$ cat src/rtl/pc_stack_unit.sv
// Program-counter unit for the tinyrv core with an internal return-address stack.
// Reports PC misalignment and return-stack overflow/underflow as sticky faults.
module pc_stack_unit #(
  parameter int              PC_W      = 16,
  parameter logic [PC_W-1:0] RESET_VEC = '0,
  parameter int              INCR      = 4,
  parameter int              DEPTH     = 4,
  parameter int              CNT_W     = $clog2(DEPTH + 1)
) (
  input  logic             clk,
  input  logic             reset,
  input  logic             pcflag,
  input  logic             interrupt,
  input  logic [1:0]       jump,
  input  logic [PC_W-1:0]  imm,
  input  logic [PC_W-1:0]  isr_target,
  input  logic             clr_err,
  output logic [PC_W-1:0]  pc,
  output logic             pc_misaligned,
  output logic             misalign_sticky,
  output logic             in_isr,
  output logic [CNT_W-1:0] stack_count,
  output logic             stack_overflow,
  output logic             stack_underflow
);

  localparam int ALB   = (INCR == 4) ? 2 : 1;
  localparam int IDX_W = (DEPTH > 1) ? $clog2(DEPTH) : 1;

  logic [PC_W-1:0]  r_pc;
  logic [CNT_W-1:0] r_count;
  logic             r_mis_sticky;
  logic             r_ovf;
  logic             r_unf;
  logic [PC_W-1:0]  r_stack [DEPTH];

  logic             w_empty;
  logic             w_full;
  logic             w_mret;
  logic [CNT_W-1:0] w_cnt_m1;
  logic [IDX_W-1:0] w_top_idx;
  logic [IDX_W-1:0] w_cnt_idx;
  logic [PC_W-1:0]  w_top;
  logic [PC_W-1:0]  w_next_seq;
  logic [PC_W-1:0]  w_pc_nxt;
  logic [CNT_W-1:0] w_cnt_nxt;
  logic             w_pc_load;
  logic             w_wr_en;
  logic [IDX_W-1:0] w_wr_idx;
  logic [PC_W-1:0]  w_wr_data;
  logic             w_ovf_set;
  logic             w_unf_set;
  logic             w_mis_set;

  assign w_empty   = (r_count == {CNT_W{1'b0}});
  assign w_full    = (r_count == CNT_W'(DEPTH));
  assign w_mret    = pcflag && (jump == 2'b11);
  assign w_cnt_m1  = r_count - CNT_W'(1);
  assign w_top_idx = w_cnt_m1[IDX_W-1:0];
  assign w_cnt_idx = r_count[IDX_W-1:0];
  assign w_top     = w_empty ? RESET_VEC : r_stack[w_top_idx];

  // Candidate next PC from the control FSM; also the address pushed on an interrupt.
  always_comb begin
    w_next_seq = r_pc;
    if (pcflag) begin
      case (jump)
        2'b00:   w_next_seq = r_pc + imm;
        2'b01:   w_next_seq = imm;
        2'b10:   w_next_seq = r_pc + PC_W'(INCR);
        2'b11:   w_next_seq = w_top;
        default: w_next_seq = r_pc;
      endcase
    end else begin
      w_next_seq = r_pc;
    end
  end

  // Priority resolution: interrupt over pcflag over hold, with stack push/pop decisions.
  always_comb begin
    w_pc_nxt  = r_pc;
    w_cnt_nxt = r_count;
    w_pc_load = 1'b0;
    w_wr_en   = 1'b0;
    w_wr_idx  = w_cnt_idx;
    w_wr_data = w_next_seq;
    w_ovf_set = 1'b0;
    w_unf_set = 1'b0;
    if (interrupt) begin
      w_pc_nxt  = isr_target;
      w_pc_load = 1'b1;
      if (w_mret) begin
        // Pop-then-push: the popped value (or RESET_VEC) lands back on top.
        w_wr_en = 1'b1;
        if (w_empty) begin
          w_wr_idx  = {IDX_W{1'b0}};
          w_cnt_nxt = CNT_W'(1);
          w_unf_set = 1'b1;
        end else begin
          w_wr_idx  = w_top_idx;
        end
      end else if (w_full) begin
        w_ovf_set = 1'b1;
      end else begin
        w_wr_en   = 1'b1;
        w_wr_idx  = w_cnt_idx;
        w_cnt_nxt = r_count + CNT_W'(1);
      end
    end else if (pcflag) begin
      w_pc_nxt  = w_next_seq;
      w_pc_load = 1'b1;
      if (w_mret) begin
        if (w_empty) begin
          w_unf_set = 1'b1;
        end else begin
          w_cnt_nxt = w_cnt_m1;
        end
      end else begin
        w_cnt_nxt = r_count;
      end
    end else begin
      w_pc_nxt  = r_pc;
    end
  end

  assign w_mis_set = w_pc_load && (w_pc_nxt[ALB-1:0] != {ALB{1'b0}});

  // PC, stack depth and sticky fault registers; a same-cycle fault beats clr_err.
  always_ff @(posedge clk) begin
    if (reset) begin
      r_pc         <= RESET_VEC;
      r_count      <= {CNT_W{1'b0}};
      r_mis_sticky <= 1'b0;
      r_ovf        <= 1'b0;
      r_unf        <= 1'b0;
    end else begin
      r_pc         <= w_pc_nxt;
      r_count      <= w_cnt_nxt;
      r_mis_sticky <= (r_mis_sticky & ~clr_err) | w_mis_set;
      r_ovf        <= (r_ovf & ~clr_err) | w_ovf_set;
      r_unf        <= (r_unf & ~clr_err) | w_unf_set;
    end
  end

  // Return-address storage; contents are meaningful only below r_count.
  always_ff @(posedge clk) begin
    if (w_wr_en && !reset) begin
      r_stack[w_wr_idx] <= w_wr_data;
    end
  end

  assign pc              = r_pc;
  assign pc_misaligned   = (r_pc[ALB-1:0] != {ALB{1'b0}});
  assign misalign_sticky = r_mis_sticky;
  assign in_isr          = !w_empty;
  assign stack_count     = r_count;
  assign stack_overflow  = r_ovf;
  assign stack_underflow = r_unf;

endmodule

$ cat config.mk
export PLATFORM = sky130hd
export DESIGN_NAME = pc_stack_unit
export DESIGN_NICKNAME = d
export VERILOG_FILES = /design/src/rtl/pc_stack_unit.sv
export SDC_FILE = /design/constraint.sdc
export NUM_CORES = 1
export LEC_CHECK = 0
export ABC_CLOCK_PERIOD_IN_PS = 3600
export CORE_UTILIZATION = 56
export DETAILED_ROUTE_END_ITERATION = 10
export MAX_ROUTING_LAYER = met4
export PLACE_DENSITY_LB_ADDON = 0.05
export REMOVE_ABC_BUFFERS = 1
export SETUP_SLACK_MARGIN = 0.05
export SLEW_MARGIN = 20
export SYNTH_ARGS = -nofsm -noshare
export SYNTH_HDL_FRONTEND = slang
export SYNTH_SLANG_ARGS = --single-unit
$ cat constraint.sdc
create_clock -name clk -period 3.6 [get_ports clk]
set_input_delay 0.36 -clock clk [delete_from_list [all_inputs] [get_ports clk]]
set_output_delay 0.36 -clock clk [all_outputs]
set_load 0.005 [all_outputs]
# [After elaboration in Yosys (flattened, before gate mapping)]
# Memory sizes are Yosys's and may differ from the RTL's.
# Index checks and enable logic that the tools add are counted.
[word_totals] regBits=22 ram_bits=64 inputBits=39 output_inout_bits=24 elab_cells=66 n_memories=1
[mem_list] name="r_stack" depth=4 width=16 rd=1 rd_clocked_by_memory_dff=0 write_ports=1 line="35" source="logic [PC_W-1:0] r_stack [DEPTH];"
[op_classes] addsub=4 n_eq_ne=7 n_mux=29 bitwise=7 n_reduce_logical=12
[ops] cell="$mux W16" count=4
[ops] cell="$pmux W16 S4" count=1
[ops] cell="$mux W3" count=7
[ops] cell="$add A16 B16 Y16" count=1
[ops] cell="$add A16 B3 Y16 const B" count=1
[ops] cell="$mux W1" count=14
[ops] cell="$reduce_bool A2 Y1" count=4
[ops] cell="$mux W2" count=3
[ops] cell="$reduce_and A5 Y1" count=1
[ops] cell="$eq A2 B2 Y1 const B" count=2
[ops] cell="$add A3 B1 Y3 const B" count=1
[ops] cell="$and A1 B1 Y1" count=3
[ops] cell="$eq A3 B3 Y1 const B" count=1
[ops] cell="$logic_and A1 B1 Y1" count=3
[ops] cell="$logic_not A3 Y1" count=1
[ops] cell="$ne A3 B3 Y1 const B" count=1
[ops] cell="$or A1 B1 Y1" count=3
[ops] cell="$sub A3 B1 Y3 const B" count=1
[ops] cell="$eq A2 B1 Y1 const B" count=1
[ops] cell="$logic_not A1 Y1" count=2
[ops] cell="$logic_not A2 Y1" count=1
[ops] cell="$ne A2 B1 Y1 const B" count=1
[ops] cell="$ne A2 B2 Y1 const B" count=1
[ops] cell="$not A1 Y1" count=1

# [Longest topological paths before layout]
# An unclocked memory read counts as a cell.
[logic_depth] depth_word=10 mapped_depth=15 depth_no_buf=11

# [Worst setup path before layout]
# Ideal clock, no wire load.
[synth_path] path_kind="flip-flop to flip-flop" start="reg r_count[0] (netlist: stack_count[0])" end="mem r_stack[2][0] (enable)" arrival_ps=2736 path_slack_ps=476 stages_incl_launch_ff=13 path_buffers=4 path_cell_list="dfxtp_1 > buf_6 > buf_6 > buf_1 > inv_1 > ha_1 > inv_2 > nor2_4 > inv_2 > buf_2 > o21ai_0 > o21a_1 > nor2_1"
[synth_via] elab_chain_cells=7 elab_cells_between_ends=12 cone_classes="1 x add/sub; 1 x eq/ne; 8 x mux; 2 x reduce/logical"
[synth_rtl] item="start: declaration" line="31" source="logic [CNT_W-1:0] r_count;"
[synth_rtl] item="start signal: assignment" line="132" source="r_count <= {CNT_W{1'b0}};"
[synth_rtl] item="start signal: assignment" line="138" source="r_count <= w_cnt_nxt;"
[synth_rtl] item="$eq A3 B3 Y1" line="56" source="assign w_full = (r_count == CNT_W'(DEPTH));"
[synth_rtl] item="$mux W1" line="102" source="end else if (w_full) begin"
[synth_rtl] item="$mux W1" line="92" source="if (w_mret) begin"
[synth_rtl] item="$mux W1" line="89" source="if (interrupt) begin"
[synth_rtl] item="$logic_and A1 B1 Y1" line="147" source="if (w_wr_en && !reset) begin"
[synth_rtl] item="$mux W1" line="147"
[synth_rtl] item="$mux W1 (implied by the code)" line="148" source="r_stack[w_wr_idx] <= w_wr_data;"
[synth_rtl] item="end: declaration" line="35"
# Several ways; a longest one is shown, not always the timed one.

# [Final worst setup path]
[layout_path] start="reg r_count[1] (netlist: stack_count[1])" end="mem r_stack[2][12] (enable)"
# The elaborated chain is that of the path after synthesis.

==> run metrics <==
HP Start stack_overflow$_SDFF_PP0_; CP Data Arrival Time 2.90 ns; vias 4,130; VDD IR-drop max 0.639 mV; Num Clock Sinks 86; Synth async-reset ratio 0%; Remaining Overflow, GRT 0; r2r endpoint r_stack[2][12]$_DFFE_PP_; share of the synthesized area in the top cell type 38.8%; CP endpoint kind flip-flop; Place WS 0.562 ns; vias in the first global route 4,084; Area contributors post-synth edfxtp_1 (39%), dfxtp_1 (8.9%), mux4_2 (7.3%); Pwr Density 506 nW/um2; DP Wirelength 9640 um; sw power 1.01 mW; maximum clock insertion buffer count 2; Sw Share 33.4%; setup TNS 0 ns; Post-synth EDFFs 64; post-CTS sizing 0; TritonCTS clock tree done; overall power 3.01 mW; cell depth of the worst flop-to-flop path 9; Worst Skew 0.0173 ns; Commonest cells post-synth edfxtp_1 (64), a21oi_1 (43), nor2_1 (41); average wire per standard cell 21.2 um; Cells after Synth 461; reg2reg start stack_count[1]$_SDFFE_PP0P_; critical path's slowest cell nor2_1; dominant synthesized flop cell edfxtp_1; synth warn 0; total area of sequential cells 2360 um2; worst slew pin tran 0.667 ns; Setup CP Type reg -> reg; top-count cell post-synth edfxtp_1; io pins 63; MaxCap Viol Count 0; drc violations 0; Area Overhead vs Synth 19.8%; CP max FO 12; Initial Utilization 59.2%; Cell Area, Placed 5730 um2; final setup violation count 0; sequential share of power 40.9%; Int Power 2.00 mW; required time of the critical path 3.65 ns; width of the die 96.1 um; final non-filler cell total 640; Clock Root Buffer clkbuf_8; clock network power share 23.6%; Multi-input gate area 2410 um2; Final Wtd Congestion 0.942; Slew Viols, Final 0; post-synthesis cell area 4960 um2; antenna diode count 0; post-route ant nets 0; first-pass GRT wire length 20,800 um; final WL 13,600 um; Via density 6.45; Distinct cells, synth 64; gr usage total 31.9%; largest net degree at the start of global routing 28; TritonCTS buffer count 9; critical-path cell list inv_1 -> ha_1 -> inv_2 -> nor2_4 -> inv_2 -> o21ai_0 -> o21a_1 -> nor2_1 -> buf_4; Hold EP stack_overflow$_SDFF_PP0_; Die ar. 9240 um2; RSZ-0062 raised after global routing no; final core occ 70.9%; setup bufs post-CTS 0; post-synth top area cell edfxtp_1; DRT iter0 DRCs 286; H-tree levels 3; core area 8380 um2; LEAKAGE 2.11 nW; final number of hold-violating endpoints 0; Fillers 641; sequential area share after synthesis 47.6%; #FFs+latches synth 86; final instance area 5940 um2; CP max stage delay 0.53 ns; Std-Cell Rows 33; Final period util 79.2%; most used cell, CP inv_2; number of instances on the worst hold path 2; port buffer count 62; post-layout min period 2.85 ns; initial antenna violation count 0; Placed Cells 624; DR pass1 iterations 5; Worst-path clk slew 0.09 ns; relative slew slack 55.4%; Hold WS 0.483 ns; Combinational Power Share 35.5%; Syn Area/Cell 10.8 um2; Fmax 0.351 GHz; share of cells above drive strength 1 12.0%; status completed; die height 96.1 um; startpoint type of the worst setup path flip-flop; clock latency on the worst-skew pair 0.36 ns; Worst Slack Setup Final 0.747 ns; FF-to-FF setup slack 0.75 ns; Hold WC Path Type reg -> reg; cts hold-fix bufs 0; nets 589
==> kinds of logic after synthesis <==
kind of cell	share of synthesized area (%)
muxes	8.28
DFF	47.6
AOI/OAI and AO/OA	17.8
and+or+nand+nor	13.9
adders and majority gates	5.20
buffers and inverters	3.68
xor gates and xnor gates	3.53
==> per-layer routing <==
layer,up-vias,part of all wire (%),track usage [%]
met5,-,0,-
met4,0,3.2,13.4
met3,40,6.9,4.42
met2,211,47,50.1
met1,1965,43,41.4
li1,1914,-,-
==> cell type report <==
class,instances,area share [%]
sequential,86,39.8
timing repair buffer,81,12.9
tap,105,2.21
inverter,17,1.07
multi-input combinational,335,40.6
clock buffer,10,2.32
clock inverter,6,1.14
==> power by group through the flow <==
stage          Combinational (mW)  Clock [mW]  Sequential, mW
6_report                     1.07       0.708            1.23
5_1_grt                      1.15       0.754            1.24
4_1_cts                      1.06       0.710            1.23
3_5_place_dp                 1.05           0            1.25
3_3_place_gp                 1.04           0            1.25
2_1_floorplan               0.633           0            1.29
==> sequential cells by signal (all words and copies together), names as in the netlist <==
signal,count
r_stack,64
pc,16
stack_count,3
misalign_sticky,1
stack_overflow,1
stack_underflow,1
==> layout by cell type, fill, tap and decap left out, types with 3 or more instances in the layout <==
cell / Yosys / layout
mux2i_1: 5 / 5
a21oi_1: 43 / 43
o21a_1: 11 / 11
clkbuf_8: 0 / 10
nor2_1: 41 / 41
o211ai_1: 4 / 4
a211oi_1: 5 / 5
o2111ai_1: 4 / 4
nand2_1: 34 / 34
nor2b_1: 6 / 6
clkdlybuf4s50_1: 0 / 62
a311oi_1: 6 / 6
dfxtp_1: 22 / 22
ha_1: 19 / 19
nand4_1: 9 / 9
a21o_1: 3 / 3
mux4_2: 16 / 16
inv_2: 3 / 3
and3_1: 8 / 8
a31oi_1: 5 / 5
nand3_1: 16 / 16
o21ai_0: 17 / 17
buf_4: 0 / 19
o32ai_1: 4 / 4
a221o_1: 3 / 3
and2_1: 4 / 4
edfxtp_1: 64 / 64
xor2_1: 7 / 7
o21ai_1: 3 / 3
inv_1: 13 / 13
xnor2_1: 13 / 13
nor3_1: 9 / 9
==> critical path: cells and delay by family, from the launching register on <==
kind,cells,cell delay (ns)
AND/OR/NAND/NOR,2,0.58
flip-flops,1,0.48
adder cells (fa/ha/maj),1,0.30
AO/OA/AOI/OAI,2,0.38
buffers and inverters,4,0.80
==> worst max path at each step <==
stage | start | endpoint | slack, ns | cells after the start
CTS | stack_count[1]$_SDFFE_PP0P_ | r_stack[2][4]$_DFFE_PP_ | 0.77 | 9
global route | stack_count[1]$_SDFFE_PP0P_ | r_stack[2][12]$_DFFE_PP_ | 0.59 | 9
finish | stack_count[1]$_SDFFE_PP0P_ | r_stack[2][12]$_DFFE_PP_ | 0.75 | 9
global placement | imm[0] | r_stack[3][12]$_DFFE_PP_ | 0.65 | 11
floorplan | stack_count[0]$_SDFFE_PP0P_ | r_stack[2][0]$_DFFE_PP_ | 0.36 | 8
detailed placement | imm[0] | r_stack[2][12]$_DFFE_PP_ | 0.56 | 11
Power figures use the tool's default switching activity.
